==> src/rtl/char_stream_tx_pkg.sv <==
// Shared constants for the character stream transmitter.
package char_stream_tx_pkg;

  localparam int unsigned CHAR_W = 7;
  localparam logic [CHAR_W-1:0] CHAR_BLANK = 7'h00;

  // Playback states
  localparam logic [1:0] IDLE = 2'd0;
  localparam logic [1:0] SHOW = 2'd1;
  localparam logic [1:0] GAP  = 2'd2;

  // Counter width covering the longer of the two phases; never narrower than one bit.
  function automatic int cnt_width(input int hold_ticks, input int gap_ticks);
    int m;
    m = (hold_ticks > gap_ticks) ? hold_ticks : gap_ticks;
    return (m < 2) ? 1 : $clog2(m);
  endfunction

endpackage

==> src/rtl/char_stream_tx_tick_counter.sv <==
// Qualified-tick counter with a runtime terminal value. done pulses on the
// counted tick that hits the terminal value; the count then wraps to zero.
module char_stream_tx_tick_counter #(
  parameter int WIDTH = 1
) (
  input  logic             clk,
  input  logic             rst_n,
  input  logic             clr,
  input  logic             inc,
  input  logic [WIDTH-1:0] term,
  output logic             done
);

  logic [WIDTH-1:0] count_q;

  assign done = inc & (count_q == term);

  // Count qualified ticks, wrapping at the terminal value
  always_ff @(posedge clk or negedge rst_n) begin
    if (!rst_n) begin
      count_q <= '0;
    end else if (clr || done) begin
      count_q <= '0;
    end else if (inc) begin
      count_q <= count_q + 1'b1;
    end
  end

endmodule

==> src/rtl/char_stream_tx.sv <==
// Character stream transmitter: buffers host-written character codes and
// replays them to the animator, each held for HOLD_TICKS frame ticks and
// followed by GAP_TICKS blank ticks.
// Optional build macro CHAR_STREAM_LOOP_EN: replay the message forever
// instead of returning to IDLE at the end.
module char_stream_tx
  import char_stream_tx_pkg::*;
#(
  parameter int DEPTH      = 16,
  parameter int HOLD_TICKS = 30,
  parameter int GAP_TICKS  = 6
) (
  input  logic                  clk,
  input  logic                  rst_n,
  input  logic                  ena,
  input  logic                  tick60,
  input  logic                  wr_en,
  input  logic [6:0]            wr_data,
  input  logic                  clr,
  input  logic                  start,
  output logic                  char_valid,
  output logic [6:0]            char_out,
  output logic                  busy,
  output logic                  full,
  output logic [$clog2(DEPTH):0] len
);

  localparam int IDX_W = $clog2(DEPTH);
  localparam int LEN_W = IDX_W + 1;
  localparam int CNT_W = cnt_width(HOLD_TICKS, GAP_TICKS);

  logic [CHAR_W-1:0] mem [DEPTH];

  logic [1:0]       state_q, state_d;
  logic [IDX_W-1:0] rd_idx_q, rd_idx_d;
  logic [LEN_W-1:0] len_q;

  logic             wr_ok;
  logic [LEN_W-1:0] len_post;
  logic [LEN_W-1:0] next_idx;
  logic             cnt_clr;
  logic             cnt_inc;
  logic [CNT_W-1:0] cnt_term;
  logic             cnt_done;

  assign full     = (len_q == LEN_W'(DEPTH));
  assign wr_ok    = wr_en & ~full & ~clr;
  // End-of-message check must see a write landing in the same cycle
  assign len_post = len_q + LEN_W'(wr_ok);
  assign next_idx = LEN_W'(rd_idx_q) + LEN_W'(1);

  assign cnt_inc  = tick60 & ena & ~clr & ((state_q == SHOW) | (state_q == GAP));
  assign cnt_term = (state_q == SHOW) ? CNT_W'(HOLD_TICKS - 1) : CNT_W'(GAP_TICKS - 1);

  char_stream_tx_tick_counter #(
    .WIDTH(CNT_W)
  ) u_tick_counter (
    .clk  (clk),
    .rst_n(rst_n),
    .clr  (cnt_clr),
    .inc  (cnt_inc),
    .term (cnt_term),
    .done (cnt_done)
  );

  // Message buffer write port; contents are not reset
  always_ff @(posedge clk) begin
    if (wr_ok) begin
      mem[len_q[IDX_W-1:0]] <= wr_data;
    end
  end

  // Message length register
  always_ff @(posedge clk or negedge rst_n) begin
    if (!rst_n) begin
      len_q <= '0;
    end else if (clr) begin
      len_q <= '0;
    end else if (wr_ok) begin
      len_q <= len_q + 1'b1;
    end
  end

  // Playback next-state logic; clr wins over everything, ena freezes the rest
  always_comb begin
    state_d  = state_q;
    rd_idx_d = rd_idx_q;
    cnt_clr  = 1'b0;
    if (clr) begin
      state_d  = IDLE;
      rd_idx_d = '0;
      cnt_clr  = 1'b1;
    end else if (ena) begin
      case (state_q)
        IDLE: begin
          if (start && (len_q != '0)) begin
            state_d  = SHOW;
            rd_idx_d = '0;
            cnt_clr  = 1'b1;
          end
        end
        SHOW: begin
          if (cnt_done) begin
            state_d = GAP;
          end
        end
        GAP: begin
          if (cnt_done) begin
            if (next_idx < len_post) begin
              state_d  = SHOW;
              rd_idx_d = next_idx[IDX_W-1:0];
            end else begin
`ifdef CHAR_STREAM_LOOP_EN
              state_d  = SHOW;
              rd_idx_d = '0;
`else
              state_d  = IDLE;
              rd_idx_d = '0;
`endif
            end
          end
        end
        default: begin
          state_d  = IDLE;
          rd_idx_d = '0;
        end
      endcase
    end
  end

  // Playback state registers
  always_ff @(posedge clk or negedge rst_n) begin
    if (!rst_n) begin
      state_q  <= IDLE;
      rd_idx_q <= '0;
    end else begin
      state_q  <= state_d;
      rd_idx_q <= rd_idx_d;
    end
  end

  // Outputs follow registered state so an async reset blanks them at once
  always_comb begin
    char_valid = (state_q == SHOW);
    char_out   = char_valid ? mem[rd_idx_q] : CHAR_BLANK;
    busy       = (state_q != IDLE);
  end

  assign len = len_q;

endmodule

==> config.mk <==
export PLATFORM = sky130hd
export DESIGN_NAME = char_stream_tx
export DESIGN_NICKNAME = d
export VERILOG_FILES = /design/src/rtl/char_stream_tx_pkg.sv /design/src/rtl/char_stream_tx_tick_counter.sv /design/src/rtl/char_stream_tx.sv
export SDC_FILE = /design/constraint.sdc
export NUM_CORES = 1
export LEC_CHECK = 0
export CORE_MARGIN = 2
export CORE_UTILIZATION = 56
export CTS_BUF_LIST = sky130_fd_sc_hd__clkbuf_2 sky130_fd_sc_hd__clkbuf_4 sky130_fd_sc_hd__clkbuf_8
export DETAILED_ROUTE_END_ITERATION = 8
export HOLD_SLACK_MARGIN = 0.06
export PLACE_DENSITY = 0.81
export SLEW_MARGIN = 20
export SYNTH_ARGS = -nofsm -noshare
export SYNTH_HDL_FRONTEND = slang
export SYNTH_SLANG_ARGS = --single-unit
==> constraint.sdc <==
create_clock -name clk -period 3.49 [get_ports clk]
set_clock_uncertainty 0.15 [all_clocks]
set_input_delay 0.698 -clock clk [delete_from_list [all_inputs] [get_ports clk]]
set_output_delay 0.698 -clock clk [all_outputs]
set_load 0.1 [all_outputs]
; Word level (Yosys, flattened, before mapping)
; Memory sizes are Yosys's and may differ from the RTL's.
; Index checks and enable logic that the tools add are counted.
[totals]
memories = 1
mem_bits_rw = 112
wordCells = 62
out_inout_bits = 15
input_bits = 14
ff_bits = 16
[memory_table]
columns = memory, words, width, read_ports, rd_ports_with_merged_regs, wr, line_no
row1 = mem, 16, 7, 1, 0, 1, char_stream_tx.sv:32  ; logic [CHAR_W-1:0] mem [DEPTH];
[op_classes]
n_eq_ne = 8
bitwise_logic = 9
n_addsub = 4
n_mux = 25
n_reduce_logical = 10
magnitude_cmp = 1
[op_table]
columns = operator, count
row1 = $mux W5, 5
row2 = $mux W4, 5
row3 = $pmux W4 S3, 1
row4 = $add A5 B1 Y5 const B, 2
row5 = $mux W2, 5
row6 = $reduce_and A4 Y1, 2
row7 = $reduce_bool A2 Y1, 4
row8 = $mux W1, 7
row9 = $mux W7, 1
row10 = $and A1 B1 Y1, 6
row11 = $ne A3 B2 Y1 const B, 2
row12 = $pmux W2 S3, 1
row13 = $add A4 B1 Y5 const B, 1
row14 = $add A5 B1 Y5, 1
row15 = $eq A5 B5 Y1, 1
row16 = $eq A5 B5 Y1 const B, 1
row17 = $lt A5 B5 Y1, 1
row18 = $reduce_bool A5 Y1, 1
row19 = $ne A3 B3 Y1 const B, 1
row20 = $eq A2 B1 Y1 const B, 1
row21 = $eq A2 B2 Y1 const B, 1
row22 = $logic_not A2 Y1, 1
row23 = $ne A2 B2 Y1 const B, 1
row24 = $not A1 Y1, 2
row25 = other kinds (3), 3

; Longest topological paths before layout
; Gate-level depths: netlist of run 1.
[depth]
ltp_word = 11
ltp_mapped = 14
mapped_depth_nobuf = 14

; Hierarchy
; A second synthesis of run 1 with hierarchy kept.
[unflattened]
hier_cells = 338
hier_area_um2 = 5650.4
[modules_own_cells]
columns = module, seq_area_each_um2, area_per_inst_um2, cells_each, instances
row1 = char_stream_tx, 3638.5, 5328.9, 310, 1
row2 = char_stream_tx_tick_counter, 125.1, 321.6, 28, 1

; Worst setup path after synthesis of run 1
; OpenSTA, ideal clock, no wires.
[synth_timing]
path_type = register -> register
start = register len_q[2] (netlist: len[2])
end = register rd_idx_q[3]
path_stages_with_launch = 15
t_required_ns = 3.257
arrival_time_ns = 3.733
setup_ns = 0.083
period_less_slack_ns = 3.965
path_buffers = 2
slack_ns = -0.475
path_cell_list = dfrtp_1 -> buf_2 -> or2_2 -> clkbuf_1 -> o21ai_1 -> nor2_1 -> ha_1 -> ha_1 -> nand3_1 -> xor2_1 -> ha_1 -> a2111oi_0 -> o21ai_0 -> nand2b_1 -> o21ai_0
[synth_via]
elab_chain_len = 11
elab_cells_between_ends = 15
cone_classes = 1 x add/sub / 1 x order compare / 2 x eq/ne / 5 x mux / 3 x bitwise / 3 x reduce/logical
[synth_rtl]
columns = element, line_no
row1 = "start, declared", char_stream_tx.sv:36  ; logic [LEN_W-1:0] len_q;
row2 = "start signal, assigned", char_stream_tx.sv:80  ; len_q <= len_q + 1'b1;
row3 = $eq A5 B5 Y1, char_stream_tx.sv:46  ; assign full = (len_q == LEN_W'(DEPTH));
row4 = $not A1 Y1, char_stream_tx.sv:47  ; assign wr_ok = wr_en & ~full & ~clr;
row5 = $and A1 B1 Y1 (2 in series), char_stream_tx.sv:47
row6 = $add A5 B1 Y5, char_stream_tx.sv:49  ; assign len_post = len_q + LEN_W'(wr_ok);
row7 = $lt A5 B5 Y1, char_stream_tx.sv:109  ; if (next_idx < len_post) begin
row8 = $mux W4, char_stream_tx.sv:109
row9 = $mux W4, char_stream_tx.sv:108  ; if (cnt_done) begin
row10 = $pmux W4 S3, char_stream_tx.sv:94  ; case (state_q)
row11 = $mux W4, char_stream_tx.sv:93  ; end else if (ena) begin
row12 = $mux W4, char_stream_tx.sv:89  ; if (clr) begin
row13 = "end signal, assigned", char_stream_tx.sv:138  ; rd_idx_q <= rd_idx_d;
row14 = "end, declared", char_stream_tx.sv:35  ; logic [IDX_W-1:0] rd_idx_q, rd_idx_d;
; Several ways; a longest one is shown, not always the timed one. The select of a mux whose other input is x is not followed.
; A chain may end at the register's enable or synchronous reset.

; Final worst setup path of run 1
[layout_timing]
start = register rd_idx_q[0]
end = output port char_out[5]
[layout_via]
elab_chain_len = 2
[layout_rtl]
columns = element, line_no
row1 = $mem_v2 Z16 W7, --
row2 = $mux W7, char_stream_tx.sv:145  ; char_out = char_valid ? mem[rd_idx_q] : CHAR_BLANK;
row3 = "end, declared", char_stream_tx.sv:22  ; output logic [6:0] char_out,
; No other way between the ends.

==> flow_metrics.tcl, run 1 <==
set metrics [dict create \
    fin_setup_tns_ns 0 \
    fillers 633 \
    via_per_inst 5.76 \
    gp_congestion 0.788 \
    drive_gt1_share_pct 28.5 \
    antenna_cells 0 \
    first_iter_violations 172 \
    synth-seq-cells 128 \
    clk_pin_slew_ns 0.07 \
    combPwrFrac_pct 18.3 \
    ys_top_cells_by_area "edfxtp_1 61%, mux4_2 14%, dfrtp_1 7.3%, ha_1 3.9%, nor2_1 2.1%" \
    cts_sinks 128 \
    initial_core_util_pct 57.0 \
    rr_startpoint "len[2]" \
    synth_nets 341 \
    dr.max_layer_used "met4" \
    syn_inst 310 \
    worst_slew_pin_slew_ns 0.779 \
    first_global_vias 2853 \
    ys_warn_count 0 \
    final_nets 387 \
    r2r_end "rd_idx_q[1]" \
    ant_nets 0 \
    drt-total-wl_um 10300 \
    period_share_pct 97.0 \
    drt_pass1_iterations 5 \
    core_area_um2 9640 \
    cts_tree "done" \
    setup_ws_ns 0.104 \
    port_buffers 28 \
    syn_area_per_cell_um2 17.7 \
    peakVddDrop_v 0.000340 \
    crit_path_end_kind "primary output" \
    synth.most_common_cell "edfxtp_1" \
    finalPower_uw 3600 \
    hpwl_um 6710 \
    wire_per_inst_um 20.5 \
    grt_pass1_wl_um 15600 \
    finalSetupViolCount 0 \
    p_int_uw 2570 \
    synthArstFlopShare_pct 12.5 \
    pwr-share-seq_pct 47.6 \
    ys_top_cells_by_count "112 x edfxtp_1, 35 x mux4_2, 30 x nor2_1, 17 x ha_1, 16 x dfrtp_1" \
    p_leak_uw 0.00222 \
    maxSlewViolCount 0 \
    crit_path_start "rd_idx_q[0]" \
    ys_seq_area_share_pct 68.5 \
    swShare_pct 28.6 \
    startpoint_type "register" \
    rrSetupSlack_ns 0.25 \
    worst_ep_required_time_ns 2.64 \
    place_ws_ns 0.0422 \
    chipHeight_um 103 \
    drt_drc_violations_left 0 \
    die_x_um 103 \
    hp-class "register to register" \
    numCtsBuffers 17 \
    fmax_ghz 0.295 \
    finalInstanceArea_um2 6450 \
    drv_cap 0 \
    timing.final.crit_period_ns 3.39 \
    antenna_found_initial 0 \
    wl_met1_um 4220 \
    met3_length_um 586 \
    arrival_ns 2.54 \
    clock-root-buffer "clkbuf_8" \
    cp_max_fo 23 \
    num_rows 36 \
    status "completed" \
    power_density_nw_per_um2 558 \
    synth_edf_count 112 \
    slew_headroom_pct 47.9 \
    netlist_area_um2 5490 \
    power_switching_uw 1030 \
    crit_end "char_out[5]" \
    r2r_cells 11 \
    track_usage_pct 21.3 \
    postLayoutCoreUtil_pct 67.0 \
    met2WireLength_um 5250 \
    ys_dominant_reg_cell "edfxtp_1" \
    clockPowerShare_pct 34.2 \
    critical_path_class "register to primary output" \
    synth_top_area_cell "edfxtp_1" \
    place_area_um2 6060 \
    syn_to_final_growth_pct 17.5 \
    vias 2891 \
    grt_max_degree 27 \
    clk-insertion-delay-late_ns 0.43 \
    die_area_um2 10600 \
    finalHoldViolCount 0 \
    hold_buffers 0 \
    synth_top_area_share_pct 61.2 \
    cts_htree_levels 4 \
    clk_path_buf_depth 2 \
    grt_overflow 0 \
    ios 29 \
    synth_cell_types 38 \
]
cells by family (layout without fill, tap and decap cells):
kind of cell	Yosys count	count (layout)	share of synthesized area, %
buffers and inverters	26	85	2.07
DFF	128	128	68.5
xor gates and xnor gates	12	12	1.91
AOI/OAI and AO/OA	20	20	2.57
and+or+nand+nor	69	69	6.08
adders and majority gates	17	17	3.87
muxes	38	38	14.9
layout make-up:
| cell class | instances | area, µm² | area share (%) |
|---|---|---|---|
| clock inverter | 15 | 160 | 2.48 |
| timing repair buffer | 41 | 453 | 7.02 |
| clock buffer | 17 | 234 | 3.62 |
| inverter | 12 | 45.0 | 0.698 |
| multi-input combinational | 156 | 1620 | 25.1 |
| sequential | 128 | 3780 | 58.5 |
| tap | 133 | 166 | 2.58 |
worst min-delay path by stage:
stage	startpoint	slack (ns)	depth (start not counted)	to
final	state_q[1]	0.43	1	state_q[1]
after global routing	state_q[1]	0.47	1	state_q[1]
after detailed placement	state_q[1]	0.42	1	state_q[1]
after CTS	u_tick_counter.count_q[4]	0.44	2	u_tick_counter.count_q[4]
after global placement	state_q[1]	0.39	1	state_q[1]
after floorplan	rst_n	0.25	0	len[1]
power groups by stage:
stage	combinational, µW	sequential, µW	clock [µW]
CTS	663	1710	1250
global placement	647	1740	0
global route	697	1720	1310
floorplan	441	1760	0
finish	658	1710	1230
detailed placement	657	1750	0
registers in the layout, indices dropped and copies added (netlist names):
signal	cells
u_tick_counter.count_q	5
rd_idx_q	4
mem	112
state_q	2
len	5
worst max-delay path, cell delays in order (launching register included):
cell and delay, ns:
dfrtp_2 0.39, buf_12 0.22, mux4_2 0.58, mux4_2 0.53, and2_1 0.21, buf_12 0.17
placed cells by master (no fill, tap or decap), types with 3 or more instances in the layout:
master,count
a21oi_1,3
and2_1,7
buf_12,9
buf_4,19
clkbuf_8,17
clkdlybuf4s50_1,13
clkinv_4,4
clkinvlp_4,3
dfrtp_1,11
dfrtp_4,3
edfxtp_1,112
ha_1,17
inv_1,12
mux4_2,35
nand2_1,11
nand2b_1,6
nand3_1,3
nand4_1,4
nor2_1,30
o21ai_0,4
o31ai_1,3
xnor2_1,5
xor2_1,7
repair_timing:
action	in CTS	in global routing
gates resized for setup	0	1
buffers inserted	0	0
endpoints found under the setup margin	0	1
metrics by stage:
step / std cells / hold slack (ns)
6_report: 502 / 0.426
3_5_place_dp: 470 / 0.420
3_3_place_gp: 470 / 0.387
4_1_cts: 502 / 0.436
5_1_grt: 502 / 0.465
2_1_floorplan: 310 / 0.252
metal layers:
| metal | track usage, % | vias up |
|---|---|---|
| met5 | 0 | - |
| met4 | 8.20 | 0 |
| met3 | 6.10 | 18 |
| met2 | 34.1 | 98 |
| met1 | 28.3 | 1470 |
| li1 | - | 1305 |
Power figures use the tool's default switching activity.
==> run 2: changes to the inputs <==
--- a/config.mk
+++ b/config.mk
@@ -9,6 +9,7 @@
 export CORE_UTILIZATION = 56
 export CTS_BUF_LIST = sky130_fd_sc_hd__clkbuf_2 sky130_fd_sc_hd__clkbuf_4 sky130_fd_sc_hd__clkbuf_8
 export DETAILED_ROUTE_END_ITERATION = 8
+export GPL_ROUTABILITY_DRIVEN = 0
 export HOLD_SLACK_MARGIN = 0.06
 export PLACE_DENSITY = 0.81
 export SLEW_MARGIN = 20
==> results of run 2 <==
Same layout as run 1: the final DEF is identical, and so are final timing and power.
==> run 3: changes to the inputs <==
--- a/config.mk
+++ b/config.mk
@@ -6,12 +6,12 @@
 export NUM_CORES = 1
 export LEC_CHECK = 0
 export CORE_MARGIN = 2
-export CORE_UTILIZATION = 56
+export CORE_UTILIZATION = 60
 export CTS_BUF_LIST = sky130_fd_sc_hd__clkbuf_2 sky130_fd_sc_hd__clkbuf_4 sky130_fd_sc_hd__clkbuf_8
 export DETAILED_ROUTE_END_ITERATION = 8
 export GPL_ROUTABILITY_DRIVEN = 0
 export HOLD_SLACK_MARGIN = 0.06
-export PLACE_DENSITY = 0.81
+export PLACE_DENSITY = 0.83
 export SLEW_MARGIN = 20
 export SYNTH_ARGS = -nofsm -noshare
 export SYNTH_HDL_FRONTEND = slang
==> constraint.sdc (replaced) <==
create_clock -name clk -period 3.76 [get_ports clk]
set_clock_uncertainty 0.15 [all_clocks]
set_input_delay 0.752 -clock clk [delete_from_list [all_inputs] [get_ports clk]]
set_output_delay 0.752 -clock clk [all_outputs]
set_load 0.1 [all_outputs]
==> flow_metrics.tcl, run 3 (synthesis results as in run 1) <==
set metrics [dict create \
    die_area_um2 9930 \
    drt_pass1_iterations 5 \
    fillers 493 \
    post_cts_buffers 0 \
    cp_max_fo 25 \
    core_area_um2 8810 \
    critical_path_class "register to primary output" \
    clock-root-buffer "clkbuf_8" \
    largest_register_ffs 112 \
    clk_pin_slew_ns 0.08 \
    initial_core_util_pct 62.4 \
    worst_ep_required_time_ns 2.86 \
    place_ws_ns 0.0325 \
    combPwrFrac_pct 17.3 \
    final_common_cell "edfxtp_1" \
    track_usage_pct 22.6 \
    clockPowerShare_pct 36.6 \
    clk_path_buf_depth 2 \
    p_leak_uw 0.00218 \
    ant_nets 0 \
    crit_end "char_out[0]" \
    cts_sinks 128 \
    crit_path_end_kind "primary output" \
    p_int_uw 2520 \
    cts_tree "done" \
    numCtsBuffers 17 \
    hpwl_um 6540 \
    drt_drc_violations_left 0 \
    startpoint_type "register" \
    finalSetupViolCount 0 \
    grt_pass1_wl_um 16100 \
    status "completed" \
    grt_max_degree 26 \
    min_path_cells 2 \
    cts_resized 0 \
    num_rows 34 \
    rr_startpoint "len[2]" \
    cts_htree_levels 4 \
    power_density_nw_per_um2 541 \
    syn_to_final_growth_pct 16.5 \
    timing.final.crit_period_ns 3.63 \
    fin_setup_tns_ns 0 \
    drive_gt1_share_pct 25.3 \
    wire_per_inst_um 21.7 \
    antenna_found_initial 0 \
    vias 2847 \
    hold_buffers 0 \
    port_buffers 28 \
    slew_headroom_pct 35.6 \
    r2r_cells 12 \
    final_nets 379 \
    setup_ws_ns 0.131 \
    drt-total-wl_um 10200 \
    crit_path_start "rd_idx_q[0]" \
    peakVddDrop_v 0.000375 \
    finalHoldViolCount 0 \
    first_global_vias 2921 \
    chipHeight_um 99.7 \
    worst_slew_pin_slew_ns 0.963 \
    drv_cap 0 \
    clk-insertion-delay-late_ns 0.43 \
    power_switching_uw 943 \
    period_share_pct 96.5 \
    first_iter_violations 274 \
    die_x_um 99.7 \
    via_per_inst 6.08 \
    rsz0062_at_grt "false" \
    pwr-share-seq_pct 46.1 \
    maxSlewViolCount 0 \
    grt_overflow 0 \
    ios 29 \
    fmax_ghz 0.276 \
    rrSetupSlack_ns 0.33 \
    hp-class "register to register" \
    arrival_ns 2.73 \
    antenna_cells 0 \
    r2r_end "rd_idx_q[3]" \
    swShare_pct 27.3 \
    mostFrequentLayoutCells "112 x edfxtp_1, 35 x mux4_2, 30 x nor2_1" \
]
run 3: cell types whose count changed in the layout (fill, tap and decap cells not counted), sizes merged:
cell	before	now
clkbuf	17	18
clkinv	7	5
buf	28	16
clkdlybuf4s50	13	17
bufinv	2	4
inv	15	13
run 3: worst max-delay path: stages (launching register included):
cell     delay, ns
dfrtp_2       0.58
buf_12        0.26
mux4_2        0.57
mux4_2        0.49
and2_1        0.20
buf_12        0.17
run 3: power by group through the flow:
| stage | Clock (µW) | Combinational [µW] | Sequential [µW] |
|---|---|---|---|
| floorplan | 0 | 409 | 1630 |
| global placement | 0 | 586 | 1620 |
| detailed placement | 0 | 596 | 1630 |
| CTS | 1280 | 599 | 1600 |
| global route | 1340 | 630 | 1600 |
| finish | 1270 | 597 | 1600 |
run 3: per-stage QoR:
stage          hold slack, ns  utilization (%)  cell area [µm²]  power (µW)  std cells
2_1_floorplan           0.306                -             5500        2040        310
3_3_place_gp            0.390             67.8             5970        2210        437
3_5_place_dp            0.393             67.8             5970        2220        437
4_1_cts                 0.410             72.6             6400        3470        468
5_1_grt                 0.432             72.6             6400        3570        468
6_report                0.417             72.6             6400        3460        468
run 3: final cells by class:
type,instances,area (µm²),share of cell area [%]
Timing Repair Buffer,33,403,6.30
Sequential cell,128,3770,58.9
Tap cell,108,135,2.11
Clock buffer,18,241,3.77
Multi-Input combinational cell,156,1610,25.2
Inverter,12,45.0,0.704
Clock inverter,13,189,2.95
run 3: worst min path at each step:
stage,startpoint,endpoint,slack (ns)
finish,u_tick_counter.count_q[4],u_tick_counter.count_q[4],0.42
global route,state_q[1],state_q[1],0.43
CTS,state_q[1],state_q[1],0.41
detailed placement,state_q[1],state_q[1],0.39
global placement,state_q[1],state_q[1],0.39
floorplan,rst_n,len[0],0.31
run 3: layer usage:
metal | global-route usage [%] | share of wire [%]
met5 | 0 | 0
met4 | 8.43 | 1.7
met3 | 6.25 | 7.0
met2 | 35.1 | 50
met1 | 31.0 | 41
==> patch 1, RTL diff (flow settings as in run 3) <==
Change the parameter `GAP_TICKS` from 6 to 12.
--- a/src/rtl/char_stream_tx.sv
+++ b/src/rtl/char_stream_tx.sv
@@ -10,3 +10,3 @@
   parameter int HOLD_TICKS = 30,
-  parameter int GAP_TICKS  = 6
+  parameter int GAP_TICKS  = 12
 ) (
Behaviour: no difference found for any inputs over 10 cycles, from zero or initial values and one cycle with rst_n low; that may be too few to reach the edited logic, so the function may still have changed.
==> patch 1 against run 3 <==
Synthesized area grew 1.4%. Sequential share of layout area decreased by 0.37 points. Power fell by 4.6%. Sequential cell count stayed put. Core utilization shrank 2.0 points. Fmax increased by 3.5%. Clock power shrank 13%. Wire length up 2.5%. Via count rose by 4.4%. Setup slack improved by 0.12 ns. Count of clock-buffer cells in the layout is the same. Die area up 1.3%. Final area is 0.57% higher. Critical endpoint is now char_out[6]. Highest routed layer unchanged.
==> patch 1: results (changes against run 3) <==
Routing
The total length of routed wires is 10400 µm (+2.5%). The detailed-routed wire length on met3 is 700 µm (-2.4%). The detailed-route vias per instance was 6.23 (+2.4%). The number of optimization iterations in the first detailed-route pass was 5 (unchanged). The uppermost layer routed is met4.

The number of DRC markers after the initial detailed-route iteration came to 190 (-31%). The sum of met2 wire segment lengths after detailed routing was 5280 µm (+3.1%). The routed metal-1 wirelength is 4340 µm (+4.4%).

Synth
The dominant synthesized flop cell is edfxtp_1. The net count after synthesis is 339 (-0.59%). In the synthesized netlist, the cells that appear most often are edfxtp_1 (112), nor2_1 (30), mux4_1 (22).

The async set-or-reset flop fraction in the synthesized netlist is 12.5% (unchanged). The number of enable flip-flop cells after synthesis is 112 (unchanged). Sorting the synthesized cells by area gives the leading types as edfxtp_1 (60%), mux4_1 (10%), dfrtp_1 (7.2%).

The warning count from the yosys run is 0 (unchanged). The number of library cell types mapped by synthesis is 36 (-5.3%). The sequential element share of the synthesized area is 67.6% (-0.95 points).

Run
The max capacitance violation total is 0 (unchanged).

Clock network
The number of H-tree levels came to 4 (unchanged). The hold buffer count at cts was 0 (unchanged). The cell at the root of the clock tree is clkbuf_8. The post-CTS resize count is 0 (unchanged). The latest clock arrival within the worst-skew pair is 0.42 ns. The post-CTS repair timing setup buffer count is 0 (unchanged). The number of buffers created by CTS is 17 (unchanged). The CTS clock-pin slew for the worst setup and hold paths is 0.08 ns (about the same).

Power
The leakage component of the power is 0.00223 µW (+2.2%). The worst supply voltage drop on vdd came to 0.392 mV (+4.6%). The design internal power was 2320 µW (-7.9%).

Cells and area
The share of layout cells above drive strength 1 is 19.9% (-5.3 points). The number of inserted diodes is 0 (unchanged). The final net count came to 383 (+1.1%). The number of flip-flops under the largest register name was 112 (unchanged). The total of fill cells in the finished design is 549 (+11%).

Global route
The number of antenna violations at the first check in global routing is 0 (unchanged). The first-pass GRT wire length was 16400 µm (+1.5%). The remaining global-route overflow was 0 (unchanged). The met2 usage was 36.6% (+1.5 points). The met1 global-route usage is 30.7% (-0.39 points).

The pin count of the biggest net entering global routing is 33 (+27%). The combined global-route utilization of all metal layers is 22.9% (+0.32 points). The number of global-route vias before repair was 3016 (+3.3%). The met3 routing resource usage after global routing is 6.69% (+0.43 points).

Placement
The detailed-placement wirelength estimate is 6870 µm (+5.0%). The post-placement setup slack came to 0.307 ns (+0.275 ns). The number of input and output port buffers inserted came to 28 (unchanged).

Critical path
The arrival time of data at the critical path endpoint is 2.60 ns (-0.13 ns). The cell depth of the worst flop-to-flop path came to 14 (+2). The maximum fanout along the worst path is 32 (+28%). The slack of the worst reg-to-reg path is 0.53 ns (+0.20 ns).

STA
The count of endpoints failing hold in the final timing report came to 0 (unchanged). The final worst slack came to 0.255 ns (+0.124 ns). The worst hold slack is 0.434 ns (+0.0172 ns). The transition time at the pin with the least slew margin was 0.957 ns (-0.00592 ns). The setup violation total in the final timing report is 0 (unchanged).

Worst hold path
The path type of the worst min-delay path is reg2reg. The number of cells traversed by the worst hold path is 2 (unchanged).

Run status
The run finished with clean final reports.
patch 1: kinds of logic after synthesis:
| kind of cell | after synthesis | share of synthesized area [%] |
|---|---|---|
| AO/OA/AOI/OAI | 17 | 1.95 |
| XOR/XNOR | 13 | 2.04 |
| adder cells (fa/ha/maj) | 16 | 3.59 |
| buffers and inverters | 23 | 2.00 |
| flip-flops | 128 | 67.6 |
| multiplexers | 41 | 16.7 |
| AND/OR/NAND/NOR | 71 | 6.09 |
patch 1: final cells by class:
type,count,area (µm²),area share [%]
clock buffer,18,241,3.75
clock inverter,14,129,2.00
inverter,10,37.5,0.583
multi-input combinational,158,1690,26.3
sequential,128,3770,58.6
tap,111,139,2.16
timing repair buffer,38,425,6.61
patch 1: stage by stage:
stage | instances | area (µm²)
2_1_floorplan | 309 | 5570
3_3_place_gp | 445 | 6060
3_5_place_dp | 445 | 6060
4_1_cts | 477 | 6430
5_1_grt | 477 | 6430
6_report | 477 | 6430
patch 1: critical path: stages, from the launching register on:
cell	delay, ns
dfrtp_1	0.38
buf_12	0.24
mux4_1	0.65
mux4_2	0.50
and2_1	0.21
buf_12	0.17
patch 1: final timing paths:
kind                                            from                   endpoint
setup reg to reg                              len[0]                rd_idx_q[2]
max in group asynchronous                      rst_n                     len[2]
min in group asynchronous                      rst_n                     len[4]
setup / recovery                         rd_idx_q[0]                char_out[6]
hold / removal             u_tick_counter.count_q[3]  u_tick_counter.count_q[3]
hold reg to reg            u_tick_counter.count_q[3]  u_tick_counter.count_q[3]
patch 1: power by group through the flow:
| stage | clock, µW | combinational (µW) | sequential, µW |
|---|---|---|---|
| finish | 1110 | 602 | 1590 |
| global route | 1190 | 636 | 1590 |
| CTS | 1120 | 602 | 1590 |
| detailed placement | 0 | 599 | 1620 |
| global placement | 0 | 589 | 1620 |
| floorplan | 0 | 403 | 1630 |
==> patch 2, RTL diff (config.mk and constraints of run 3) <==
Made on the original files. Reset style: synchronous (`rst_n`), changed in 3 clocked blocks. Comments in the files are not updated.
--- a/src/rtl/char_stream_tx_tick_counter.sv
+++ b/src/rtl/char_stream_tx_tick_counter.sv
@@ -18,3 +18,3 @@
   // Count qualified ticks, wrapping at the terminal value
-  always_ff @(posedge clk or negedge rst_n) begin
+  always_ff @(posedge clk) begin
     if (!rst_n) begin
--- a/src/rtl/char_stream_tx.sv
+++ b/src/rtl/char_stream_tx.sv
@@ -73,3 +73,3 @@
   // Message length register
-  always_ff @(posedge clk or negedge rst_n) begin
+  always_ff @(posedge clk) begin
     if (!rst_n) begin
@@ -131,3 +131,3 @@
   // Playback state registers
-  always_ff @(posedge clk or negedge rst_n) begin
+  always_ff @(posedge clk) begin
     if (!rst_n) begin
Function: differs if rst_n is asserted again (counterexample within 4 cycles, from zero or initial values and one cycle with rst_n low); with rst_n held inactive, the same outputs for 10 cycles.
==> patch 2 against run 3 <==
Register-to-register slack better by 0.20 ns. Non-clock buffer count increased by 4. Setup slack better by 0.17 ns. Final area rose by 1.0%. Largest cell class unchanged. Critical path type unchanged. Sequential cell count is 4 higher. Global-route usage shrank 0.66 points. Wire length fell by 0.36%. Synthesized area is 1.7% higher. Highest routed layer unchanged.
Power is not compared: it rests on default switching activity, and its combinational part moved more than twofold at a synthesized area within 25%.
==> patch 2: results (changes against run 3) <==
Routing
The number of optimization iterations in the first detailed-route pass is 4 (-1). The routed metal-1 wirelength is 4370 µm (+5.0%). The number of DRC markers after the initial detailed-route iteration is 220 (-20%). The detailed-route vias per instance is 6.01 (-1.1%). The sum of met2 wire segment lengths after detailed routing is 5140 µm (+0.39%).

The detailed-routed wire length on met3 was 541 µm (-25%). The post-detailed-route wirelength per cell is 21.2 µm (-2.4%).

Critical path
For this design, the slowest cell found on the critical path is mux4_1. The arrival time of data at the critical path endpoint is 2.56 ns (-0.17 ns). The destination of the worst register-to-register timing path is state_q[0].

The maximum fanout along the worst path is 28 (+12%). The slack of the worst reg-to-reg path is 0.53 ns (+0.20 ns).

Global route
The number of global-route vias before repair is 2900 (-0.72%). The met2 usage is 35.4% (+0.28 points). The first-pass GRT wire length was 15700 µm (-2.7%). The pin count of the biggest net entering global routing is 29 (+12%). The combined global-route utilization of all metal layers is 21.9% (-0.66 points). The met1 global-route usage is 30.2% (-0.84 points). The met3 routing resource usage after global routing was 4.58% (-1.7 points).

Cells and area
The total of fill cells in the finished design is 566 (+15%). The share of layout cells above drive strength 1 is 19.9% (-5.4 points). The final net count is 385 (+1.6%). The number of flip-flops under the largest register name is 112 (unchanged).

Synth
The mean post-synth cell area came to 17.9 µm² (+1.0%). The async set-or-reset flop fraction in the synthesized netlist is 0% (-13 points). By area the synthesized netlist is led by edfxtp_1 (60%), mux4_1 (8.9%), dfxtp_1 (7.2%). The commonest cells after synthesis are edfxtp_1 (112), nor2_1 (22), dfxtp_1 (20). The net count after synthesis is 343 (+0.59%). The sequential element share of the synthesized area is 67.4% (-1.1 points).

Run status
The run finished with clean final reports.

Placement
The total instance count after detailed placement is 446 (+2.1%). The detailed-placement wirelength estimate is 6770 µm (+3.4%).

Clock network
The number of buffers created by CTS is 17 (unchanged). The post-CTS repair timing setup buffer count came to 0 (unchanged).

STA
The relative slew slack was 35.4% (-0.13 points).

Worst hold path
The startpoint of the tightest hold check path is rd_idx_q[1].
-- patch 2: cell types whose count changed in the layout (fill, tap and decap cells not counted), sizes merged, moves of 3 or more --
cell and change:
dfxtp +20, dfrtp -16, nor2 -8, buf +5, o21ai -5, nand2 +4
nand2b -4, nor3 +4, a211oi +3, nand3 +3, nand3b +3, o31ai -3
-- patch 2: final cells by class --
| type | instances | area [µm²] | share of cell area, % |
|---|---|---|---|
| Clock buffer | 18 | 241 | 3.74 |
| Clock inverter | 14 | 175 | 2.71 |
| Inverter | 9 | 33.8 | 0.523 |
| Multi-Input combinational cell | 157 | 1690 | 26.1 |
| Sequential cell | 132 | 3770 | 58.3 |
| Tap cell | 111 | 139 | 2.15 |
| Timing Repair Buffer | 37 | 418 | 6.47 |
-- patch 2: how the worst min path moves through the flow --
| stage | end | slack (ns) | depth (start not counted) |
|---|---|---|---|
| 5_1_grt | register | 0.40 | 2 |
| 4_1_cts | register | 0.37 | 2 |
| 3_5_place_dp | rd_idx_q[3] | 0.36 | 2 |
| 2_1_floorplan | register | 0.31 | 2 |
| 6_report | register | 0.38 | 2 |
| 3_3_place_gp | rd_idx_q[3] | 0.34 | 2 |
-- patch 2: kinds of logic after synthesis --
logic type / synth area share (%)
simple gates: 6.84
flops: 67.4
compound gates: 2.15
mux: 15.4
xor+xnor: 2.04
fa+ha+maj: 3.81
buf+inv: 2.35
-- patch 2: per-stage QoR --
stage	instance area [µm²]	hold slack (ns)	utilization (%)	setup slack [ns]	total power, µW
after detailed placement	6040	0.358	66.0	0.177	1710
after global routing	6460	0.399	70.6	0.232	2990
after global placement	6040	0.337	66.0	0.321	1710
after floorplan	5590	0.313	-	0.153	1670
final	6460	0.384	70.6	0.298	2920
after CTS	6460	0.372	70.6	0.260	2930
